**src/rtl/lc3b_types.sv**
```systemverilog
// rtl/lc3b_types.sv - shared LC-3b types: memory control word, sequencer states, byte-enable constants
package lc3b_types;

    typedef logic [15:0] lc3b_word;

    // Memory-stage control field produced by decode.
    typedef struct packed {
        logic memRead;
        logic memWrite;
        logic dataMuxSel;
        logic byteEnable;
        logic indirect;
    } lc3b_mem_control;

    typedef enum logic [1:0] {
        IDLE = 2'd0,
        PTR  = 2'd1,
        DATA = 2'd2
    } lc3b_mem_seq_state;

    localparam logic [1:0] BE_WORD = 2'b11;
    localparam logic [1:0] BE_LO   = 2'b01;
    localparam logic [1:0] BE_HI   = 2'b10;

endpackage

```
**src/rtl/mem_access_sequencer_if.sv**
```systemverilog
// rtl/mem_access_sequencer_if.sv - D-cache request/acknowledge bus
// Signals: oDMemRead/oDMemWrite/oDMemAddr/oDMemWdata/oDMemByteEn (sequencer -> cache),
//          iDMemResp/iDMemRdata (cache -> sequencer). master = sequencer, slave = cache.
interface mem_access_sequencer_if #(
    parameter int ADDR_WIDTH = 16
);
    logic                  oDMemRead;
    logic                  oDMemWrite;
    logic [ADDR_WIDTH-1:0] oDMemAddr;
    logic [ADDR_WIDTH-1:0] oDMemWdata;
    logic [1:0]            oDMemByteEn;
    logic                  iDMemResp;
    logic [ADDR_WIDTH-1:0] iDMemRdata;

    modport master (
        output oDMemRead, oDMemWrite, oDMemAddr, oDMemWdata, oDMemByteEn,
        input  iDMemResp, iDMemRdata
    );

    modport slave (
        input  oDMemRead, oDMemWrite, oDMemAddr, oDMemWdata, oDMemByteEn,
        output iDMemResp, iDMemRdata
    );
endinterface

```
**src/rtl/mem_byte_lane.sv**
```systemverilog
// rtl/mem_byte_lane.sv - byte-lane enables, store-byte replication and load-byte extraction
// Inputs: addrLsb, byteEnable, storeData, readData. Outputs: byteEn, writeData, loadData.
module mem_byte_lane
    import lc3b_types::*;
#(
    parameter int WIDTH = 16
) (
    input  logic             addrLsb,
    input  logic             byteEnable,
    input  logic [WIDTH-1:0] storeData,
    input  logic [WIDTH-1:0] readData,
    output logic [1:0]       byteEn,
    output logic [WIDTH-1:0] writeData,
    output logic [WIDTH-1:0] loadData
);
    always_comb begin
        byteEn    = BE_WORD;
        writeData = storeData;
        loadData  = readData;
        if (byteEnable) begin
            byteEn = addrLsb ? BE_HI : BE_LO;
            // The store byte goes on both lanes so the enable alone picks the target.
            writeData = WIDTH'({storeData[7:0], storeData[7:0]});
            loadData  = addrLsb ? {{(WIDTH-8){1'b0}}, readData[15:8]}
                                : {{(WIDTH-8){1'b0}}, readData[7:0]};
        end
    end
endmodule

```
**src/rtl/mem_access_sequencer.sv**
```systemverilog
// rtl/mem_access_sequencer.sv - MEM-stage sequencer for direct and indirect D-cache accesses
// Ports: iClk, iResetN (async active-low), iValid, iMemControl, iAddress, iStoreData,
//        oBusy (stall), oDone (final ack pulse), oLoadData, dMem (D-cache bus, master).
// Option: MEM_SEQ_INDIRECT_EN enables the PTR state for two-access LDI/STI.
module mem_access_sequencer
    import lc3b_types::*;
#(
    parameter int ADDR_WIDTH = 16
) (
    input  logic                    iClk,
    input  logic                    iResetN,
    input  logic                    iValid,
    input  lc3b_mem_control         iMemControl,
    input  logic [ADDR_WIDTH-1:0]   iAddress,
    input  logic [ADDR_WIDTH-1:0]   iStoreData,
    output logic                    oBusy,
    output logic                    oDone,
    output logic [ADDR_WIDTH-1:0]   oLoadData,
    mem_access_sequencer_if.master  dMem
);
    lc3b_mem_seq_state      state;
    logic                   isWrite;
    logic                   isByte;
    logic [ADDR_WIDTH-1:0]  addrReg;   // doubles as the pointer register after PTR
    logic [ADDR_WIDTH-1:0]  storeReg;

    logic                   accept;
    logic                   inPtr;
    logic                   inData;
    logic [1:0]             laneBe;
    logic [ADDR_WIDTH-1:0]  laneWdata;
    logic [ADDR_WIDTH-1:0]  laneLoad;
    logic [ADDR_WIDTH-1:0]  wordAddr;
    logic                   unusedCtrl;

    assign accept     = iValid & (iMemControl.memRead | iMemControl.memWrite);
    assign unusedCtrl = ^{iMemControl.dataMuxSel, iMemControl.indirect};

    always_ff @(posedge iClk or negedge iResetN) begin
        if (!iResetN) begin
            state    <= IDLE;
            isWrite  <= 1'b0;
            isByte   <= 1'b0;
            addrReg  <= '0;
            storeReg <= '0;
        end else begin
            case (state)
                IDLE: begin
                    if (accept) begin
                        // Read wins when both request bits are set.
                        isWrite  <= iMemControl.memWrite & ~iMemControl.memRead;
                        isByte   <= iMemControl.byteEnable;
                        addrReg  <= iAddress;
                        storeReg <= iStoreData;
`ifdef MEM_SEQ_INDIRECT_EN
                        state    <= iMemControl.indirect ? PTR : DATA;
`else
                        state    <= DATA;
`endif
                    end
                end
`ifdef MEM_SEQ_INDIRECT_EN
                PTR: begin
                    if (dMem.iDMemResp) begin
                        addrReg <= dMem.iDMemRdata;
                        state   <= DATA;
                    end
                end
`endif
                DATA: begin
                    if (dMem.iDMemResp) begin
                        state <= IDLE;
                    end
                end
                default: state <= IDLE;
            endcase
        end
    end

    mem_byte_lane #(
        .WIDTH(ADDR_WIDTH)
    ) u_lane (
        .addrLsb    (addrReg[0]),
        .byteEnable (isByte),
        .storeData  (storeReg),
        .readData   (dMem.iDMemRdata),
        .byteEn     (laneBe),
        .writeData  (laneWdata),
        .loadData   (laneLoad)
    );

    assign inPtr    = (state == PTR);
    assign inData   = (state == DATA);
    assign wordAddr = {addrReg[ADDR_WIDTH-1:1], 1'b0};

    // Request outputs decode only registered state, so reset drops them at once.
    assign dMem.oDMemRead   = inPtr | (inData & ~isWrite);
    assign dMem.oDMemWrite  = inData & isWrite;
    assign dMem.oDMemAddr   = inPtr  ? wordAddr :
                              inData ? (isByte ? addrReg : wordAddr) : '0;
    assign dMem.oDMemByteEn = inPtr ? BE_WORD : (inData ? laneBe : 2'b00);
    assign dMem.oDMemWdata  = (inData & isWrite) ? laneWdata : '0;

    assign oDone     = inData & dMem.iDMemResp;
    assign oLoadData = (oDone & ~isWrite) ? laneLoad : '0;
    assign oBusy     = ((state == IDLE) & accept) | inPtr | (inData & ~dMem.iDMemResp);
endmodule

```
**src/flat_wrapper.sv**
```systemverilog
// flat-port wrapper written by rule: the top's interface ports become plain ports
module mem_access_sequencer_flat import lc3b_types::*;
#(
    parameter int ADDR_WIDTH = 16
)
  (iClk, iResetN, iValid, iMemControl, iAddress, iStoreData, oBusy, oDone, oLoadData, dMem_oDMemRead, dMem_oDMemWrite, dMem_oDMemAddr, dMem_oDMemWdata, dMem_oDMemByteEn, dMem_iDMemResp, dMem_iDMemRdata);
  mem_access_sequencer_if #(.ADDR_WIDTH(ADDR_WIDTH)) dMem_i ();
  input  logic iClk;
  input  logic iResetN;
  input  logic iValid;
  input  lc3b_mem_control iMemControl;
  input  logic [ADDR_WIDTH-1:0] iAddress;
  input  logic [ADDR_WIDTH-1:0] iStoreData;
  output logic oBusy;
  output logic oDone;
  output logic [ADDR_WIDTH-1:0] oLoadData;
  output wire logic [$bits(dMem_i.oDMemRead)-1:0] dMem_oDMemRead;
  output wire logic [$bits(dMem_i.oDMemWrite)-1:0] dMem_oDMemWrite;
  output wire logic [$bits(dMem_i.oDMemAddr)-1:0] dMem_oDMemAddr;
  output wire logic [$bits(dMem_i.oDMemWdata)-1:0] dMem_oDMemWdata;
  output wire logic [$bits(dMem_i.oDMemByteEn)-1:0] dMem_oDMemByteEn;
  input wire logic [$bits(dMem_i.iDMemResp)-1:0] dMem_iDMemResp;
  input wire logic [$bits(dMem_i.iDMemRdata)-1:0] dMem_iDMemRdata;
  assign dMem_oDMemRead = dMem_i.oDMemRead;
  assign dMem_oDMemWrite = dMem_i.oDMemWrite;
  assign dMem_oDMemAddr = dMem_i.oDMemAddr;
  assign dMem_oDMemWdata = dMem_i.oDMemWdata;
  assign dMem_oDMemByteEn = dMem_i.oDMemByteEn;
  assign dMem_i.iDMemResp = dMem_iDMemResp;
  assign dMem_i.iDMemRdata = dMem_iDMemRdata;
  mem_access_sequencer #(.ADDR_WIDTH(ADDR_WIDTH)) u_core (.iClk(iClk), .iResetN(iResetN), .iValid(iValid), .iMemControl(iMemControl), .iAddress(iAddress), .iStoreData(iStoreData), .oBusy(oBusy), .oDone(oDone), .oLoadData(oLoadData), .dMem(dMem_i));
endmodule
```
**config.mk**
```make
export PLATFORM = sky130hd
export DESIGN_NAME = mem_access_sequencer_flat
export DESIGN_NICKNAME = d
export VERILOG_FILES = /design/src/rtl/lc3b_types.sv /design/src/rtl/mem_access_sequencer_if.sv /design/src/rtl/mem_byte_lane.sv /design/src/rtl/mem_access_sequencer.sv /design/src/flat_wrapper.sv
export SDC_FILE = /design/constraint.sdc
export NUM_CORES = 1
export LEC_CHECK = 0
export ABC_AREA = 1
export CAP_MARGIN = 20
export CORE_ASPECT_RATIO = 0.5
export CORE_UTILIZATION = 37
export DETAILED_ROUTE_END_ITERATION = 10
export GPL_TIMING_DRIVEN = 0
export PLACE_DENSITY_LB_ADDON = 0.05
export SYNTH_ARGS = -nofsm -noshare
export SYNTH_HDL_FRONTEND = slang
export SYNTH_HIERARCHICAL = 1
export SYNTH_SLANG_ARGS = --single-unit
export TNS_END_PERCENT = 5
```
**constraint.sdc**
```tcl
create_clock -name iClk -period 1.2 [get_ports iClk]
set_input_delay 0.24 -clock iClk [delete_from_list [all_inputs] [get_ports iClk]]
set_output_delay 0.24 -clock iClk [all_outputs]
set_load 0.1 [all_outputs]
```
Word level (Yosys, flattened, before mapping)

Index checks and enable logic that the tools add are counted.

Input bits: 57
Output and inout port bits: 54
Register bits after elaboration: 36

Eq/ne operators: 4
Bitwise logic cells: 15
Mux-type cells: 15
Reductions and logical operators: 3

Operators with widths:

| operator                                               | count |
|---|---|
| two-way mux 16 bit                                     | 6 |
| two-way mux 2 bit                                      | 6 |
| AND 1 bit                                              | 8 |
| two-way mux 8 bit                                      | 1 |
| OR 1 bit                                               | 4 |
| case mux 2 bit (2 select lines)                        | 1 |
| AND reduction 2 bit                                    | 2 |
| inverter 1 bit                                         | 3 |
| == test 2 x 1 -> 1 bit (second input constant)         | 1 |
| == test 2 bit (second input constant)                  | 1 |
| logical NOT 2 bit                                      | 1 |
| inequality test 2 x 1 -> 1 bit (second input constant) | 1 |
| inequality test 2 bit (second input constant)          | 1 |
| two-way mux 1 bit                                      | 1 |

Logic depth before layout (Yosys ltp)

Depth after elaboration: 5
Mapped depth: 6
Mapped depth without buffers: 5

By module

The synthesis kept the hierarchy.

By module, submodules not included:

| module               | instances | cells each | seq. area each (sq um) | area each (sq um) |
|---|---|---|---|---|
| mem_access_sequencer | 1         | 265        | 875.8                  | 1,850.5 |
| mem_byte_lane        | 1         | 80         | 0.0                    | 412.9 |

Least setup slack after synthesis

No wires, ideal clock.

Kind: register -> output
Start point: reg u_core.state[1]
End point: out oLoadData[0]
Arrival: 2.600 ns
Data required time: 0.960 ns
Cell stages (with the launch flop): 6
Slack: -1.640 ns
Path buffers: 1
Path through: dfrtp_1 inv_2 nor2_4 nand2_2 buf_6 nor2_1

Cells in the longest elaborated chain, start to end: 4

RTL lines:

| element                | line                        | source |
|---|---|---|
| start, declared        | mem_access_sequencer.sv:21  | `lc3b_mem_seq_state state;` |
| start signal, assigned | mem_access_sequencer.sv:41  | `state <= IDLE;` |
| start signal, assigned | mem_access_sequencer.sv:58  | `state <= DATA;` |
| start signal, assigned | mem_access_sequencer.sv:72  | `state <= IDLE;` |
| == test 2 bit          | mem_access_sequencer.sv:93  | `assign inData = (state == DATA);` |
| AND 1 bit              | mem_access_sequencer.sv:104 | `assign oDone = inData & dMem.iDMemResp;` |
| AND 1 bit              | mem_access_sequencer.sv:105 | `assign oLoadData = (oDone & ~isWrite) ? laneLoad : '0;` |
| two-way mux 16 bit     | mem_access_sequencer.sv:105 |  |
| end, declared          | flat_wrapper.sv:16          | `output logic [ADDR_WIDTH-1:0] oLoadData;` |

No other way between the ends.

Worst setup path after layout

Start point: reg u_core.isByte
End point: out dMem_oDMemWdata[15]

Cells in the longest elaborated chain, start to end: 2

RTL lines:

| element                  | line                        | source |
|---|---|---|
| start, declared          | mem_access_sequencer.sv:23  | `logic isByte;` |
| start signal, assigned   | mem_access_sequencer.sv:52  | `isByte <= iMemControl.byteEnable;` |
| two-way mux 16 bit       | mem_byte_lane.sv:20         | `if (byteEnable) begin` |
| net u_core.laneWdata[15] | mem_access_sequencer.sv:31  | `logic [ADDR_WIDTH-1:0] laneWdata;` |
| two-way mux 16 bit       | mem_access_sequencer.sv:102 | `assign dMem.oDMemWdata = (inData & isWrite) ? laneWdata : '0;` |
| end, declared            | flat_wrapper.sv:20          | `output wire logic [$bits(dMem_i.oDMemWdata)-1:0] dMem_oDMemWdata;` |

The timed path passes the listed nets, and every way through them passes these cells.

==> flow_summary.json <==
{
  "net_count_after_synthesis": 402,
  "cp-start-kind": "flop",
  "critical_path_required_ns": 0.96,
  "final_cell_count_no_fill": 554,
  "syn_area_per_cell_um2": 6.56,
  "timing.hold.ws_ns": 0.0311,
  "core_area_um2": 5680,
  "grt_overflow_total": 0,
  "cts_root_buf": "clkbuf_16",
  "antenna_found_initial": 0,
  "synth_top_cell_by_area": "dfrtp_1",
  "main_combinational_cell_family_by_area_after_synthesis": "simple AND/OR/NAND/NOR gates",
  "gr-usage-all-layers_pct": 24.5,
  "die_w_um": 113,
  "timing.setup.tns_ns": -26.76,
  "row_count": 19,
  "synth_compound_gate_area_share_pct": 3.04,
  "setup.worst_path.end_class": "primary output",
  "report.final.setup_viol": 85,
  "wire_per_inst_um": 14.6,
  "route.vias.total": 2638,
  "io_buffer_count": 108,
  "pin_count_of_the_biggest_net_entering_global_routing": 36,
  "place_hpwl_um": 4800,
  "post_synth_xor_area_fraction_pct": 0,
  "io-pin-count": 111,
  "level_count_of_the_clock_h_tree": 2,
  "ratio_of_cells_with_drive_above_1_in_the_final_layout_pct": 41.2,
  "die_area_um2": 6450,
  "max_stage_delay_ns": 0.42,
  "finish.net_count": 537,
  "netlist_top_cells_area": "dfrtp_1 39%, nand2_1 19%, inv_1 12%",
  "drt-vias-per-instance": 4.76,
  "netlist_area_um2": 2260,
  "ant_nets": 0,
  "yosys-top-cells-count": "113 x nand2_1, 71 x inv_1, 42 x nand3_1",
  "detail_route.first_pass.iterations": 5,
  "synth_ff_type": "dfrtp_1",
  "postSynth.asyncResetShare_pct": 100,
  "cell_pwr_density_nw_per_um2": 1540,
  "timing.setup.critical_path_class": "flop to primary output",
  "holdCritPathClass": "primary input to async pin",
  "path_delay_family": "buffers and inverters",
  "yosys.cell_count.top_type": "nand2_1",
  "syn_inst": 345,
  "tightestPinTransition_ns": 0.783,
  "clk_path_buf_depth": 2,
  "setup_ws_ns": -0.586,
  "gp_routability_congestion": 0.794,
  "clock-sinks": 35,
  "layout-area-overhead-vs-synth_pct": 110,
  "via_count_of_the_first_global_routing_pass": 2560,
  "final_area_um2": 4760,
  "number_of_buffers_and_inverters_on_the_critical_path": 4,
  "synth_seq_area_share_pct": 38.7,
  "r2r_cells": 7,
  "rsz0062_at_grt": "yes",
  "slew_viol_final": 0,
  "area_after_dpl_um2": 3590,
  "timing.critical_path.mode_cell": "buf_12",
  "detail_route.wirelength_um": 8080,
  "leakagePower_nw": 2.34,
  "path_cells": "buf_12, buf_6, o21ai_2, inv_1, nor2_2, buf_12",
  "die_height_um": 57.3,
  "grt_first_pass_wirelength_um": 12200,
  "cts_tree": "yes",
  "adder_cell_share_of_the_synthesized_area_pct": 0,
  "post-place-ws_ns": -1.63,
  "critical-path-slowest-cell": "dfrtp_1",
  "synth.distinct_cells": 15,
  "starting_density_of_the_core_pct": 39.8,
  "crit-reg2reg-capture": "u_core/isByte$_DFFE_PN0P_",
  "report.final.hold_viol_count": 0,
  "total_of_max_cap_violations": 0,
  "crit_fanout": 8,
  "synth_top_cell_area_share_pct": 38.7,
  "drc": 0,
  "synth_mux_area_share_pct": 0,
  "reg_to_reg_start": "u_core/state[1]$_DFFE_PN0P_",
  "synth-seq-cells": 35,
  "worst-endpoint-arrival_ns": 1.55,
  "basic_gate_share_of_the_synthesized_area_counting_and_or_nand_and_nor_cells_pct": 37.1,
  "fin_skew_ns": 0.00425,
  "clock_latency_ns": 0.28,
  "post_synth_edffs": 0,
  "finalCriticalPeriod_ns": 1.79,
  "worst_setup_hold_path_clk_slew_ns": 0.05,
  "drt_iter0_markers": 137,
  "reg2reg_slack_ns": -0.17,
  "final_core_utilization_pct": 83.8,
  "num_antenna_cells": 0,
  "irDropWorstVdd_v": 0.00122,
  "numPlacedInstances": 526,
  "max-slew-margin-rel_pct": 47.8,
  "total_power_mw": 7.35,
  "status": "finished, violations left",
  "violations": "setup timing",
  "total_cts_buffers": 5,
  "fmax_mhz": 560,
  "finalCritPeriodShare_pct": 149,
  "synth_warnings": 6
}
registers in the layout (all words and copies together), names as in the netlist:
| signal | flops |
|---|---|
| u_core/addrReg | 16 |
| u_core/isByte | 1 |
| u_core/isWrite | 1 |
| u_core/state | 1 |
| u_core/storeReg | 16 |
area by class of cell:
type / instances / area, µm²
tap: 73 / 91.3
buffer: 26 / 292
inverter: 72 / 273
timing repair buffer: 128 / 1840
clock buffer: 6 / 139
clock inverter: 2 / 35.0
multi-input combinational: 212 / 1210
fill: 317 / 918
sequential: 35 / 878
logic make-up after synthesis:
family                 Yosys count
AND/OR/NAND/NOR                202
buffers and inverters           98
flip-flops                      35
AO/OA/AOI/OAI                   10
worst max-delay path by stage:
stage / startpoint / endpoint / slack [ns] / cells past startpoint
after floorplan: u_core/state[1]$_DFFE_PN0P_ / oLoadData[0] / -1.02 / 5
after detailed placement: iMemControl[3] / oBusy / -1.63 / 7
after global placement: iValid / oBusy / -1.63 / 7
after CTS: u_core/state[1]$_DFFE_PN0P_ / oLoadData[2] / -0.50 / 6
final: u_core/isByte$_DFFE_PN0P_ / dMem_oDMemWdata[15] / -0.59 / 6
after global routing: u_core/isByte$_DFFE_PN0P_ / dMem_oDMemWdata[15] / -0.63 / 6
cells in the final DEF, fill, tap and decap left out, types with 2 or more instances in the layout:
cell	count
nand3_1	41
o21ai_0	2
buf_2	3
nand2_1	107
inv_1	43
o21ai_4	2
nor2_4	27
nand2_2	6
dfrtp_2	2
nor2_2	12
buf_4	19
buf_8	6
o21ai_2	6
buf_6	13
inv_2	28
clkdlybuf4s50_1	52
buf_12	56
dfrtp_1	33
buf_16	2
clkbuf_16	6
nand2_8	3
nor2_1	4
repair_timing:
item / in CTS / in global routing
gates cloned: 3 / 1
buffers inserted: 12 / 4
resized for setup: 533 / 53
hold buffers: 0 / 0
endpoints found under the setup margin: 85 / 88
hold endpoints to repair: 0 / 0
pin swaps: 17 / 18
power breakdown:
group          internal, mW  switching (mW)  leakage [nW]
registers              1.44           0.185         0.431
logic                  1.65            2.56          1.83
clock network          1.03           0.481        0.0868
routing by layer:
layer | vias to the layer above | wire length [µm] | track usage, %
li1 | 1270 | - | -
met1 | 1239 | 3310 | 30.6
met2 | 113 | 4110 | 43.9
met3 | 16 | 525 | 5.63
met4 | 0 | 126 | 5.33
met5 | - | 0 | 0
Note: power is estimated with default switching activity, not from simulation.
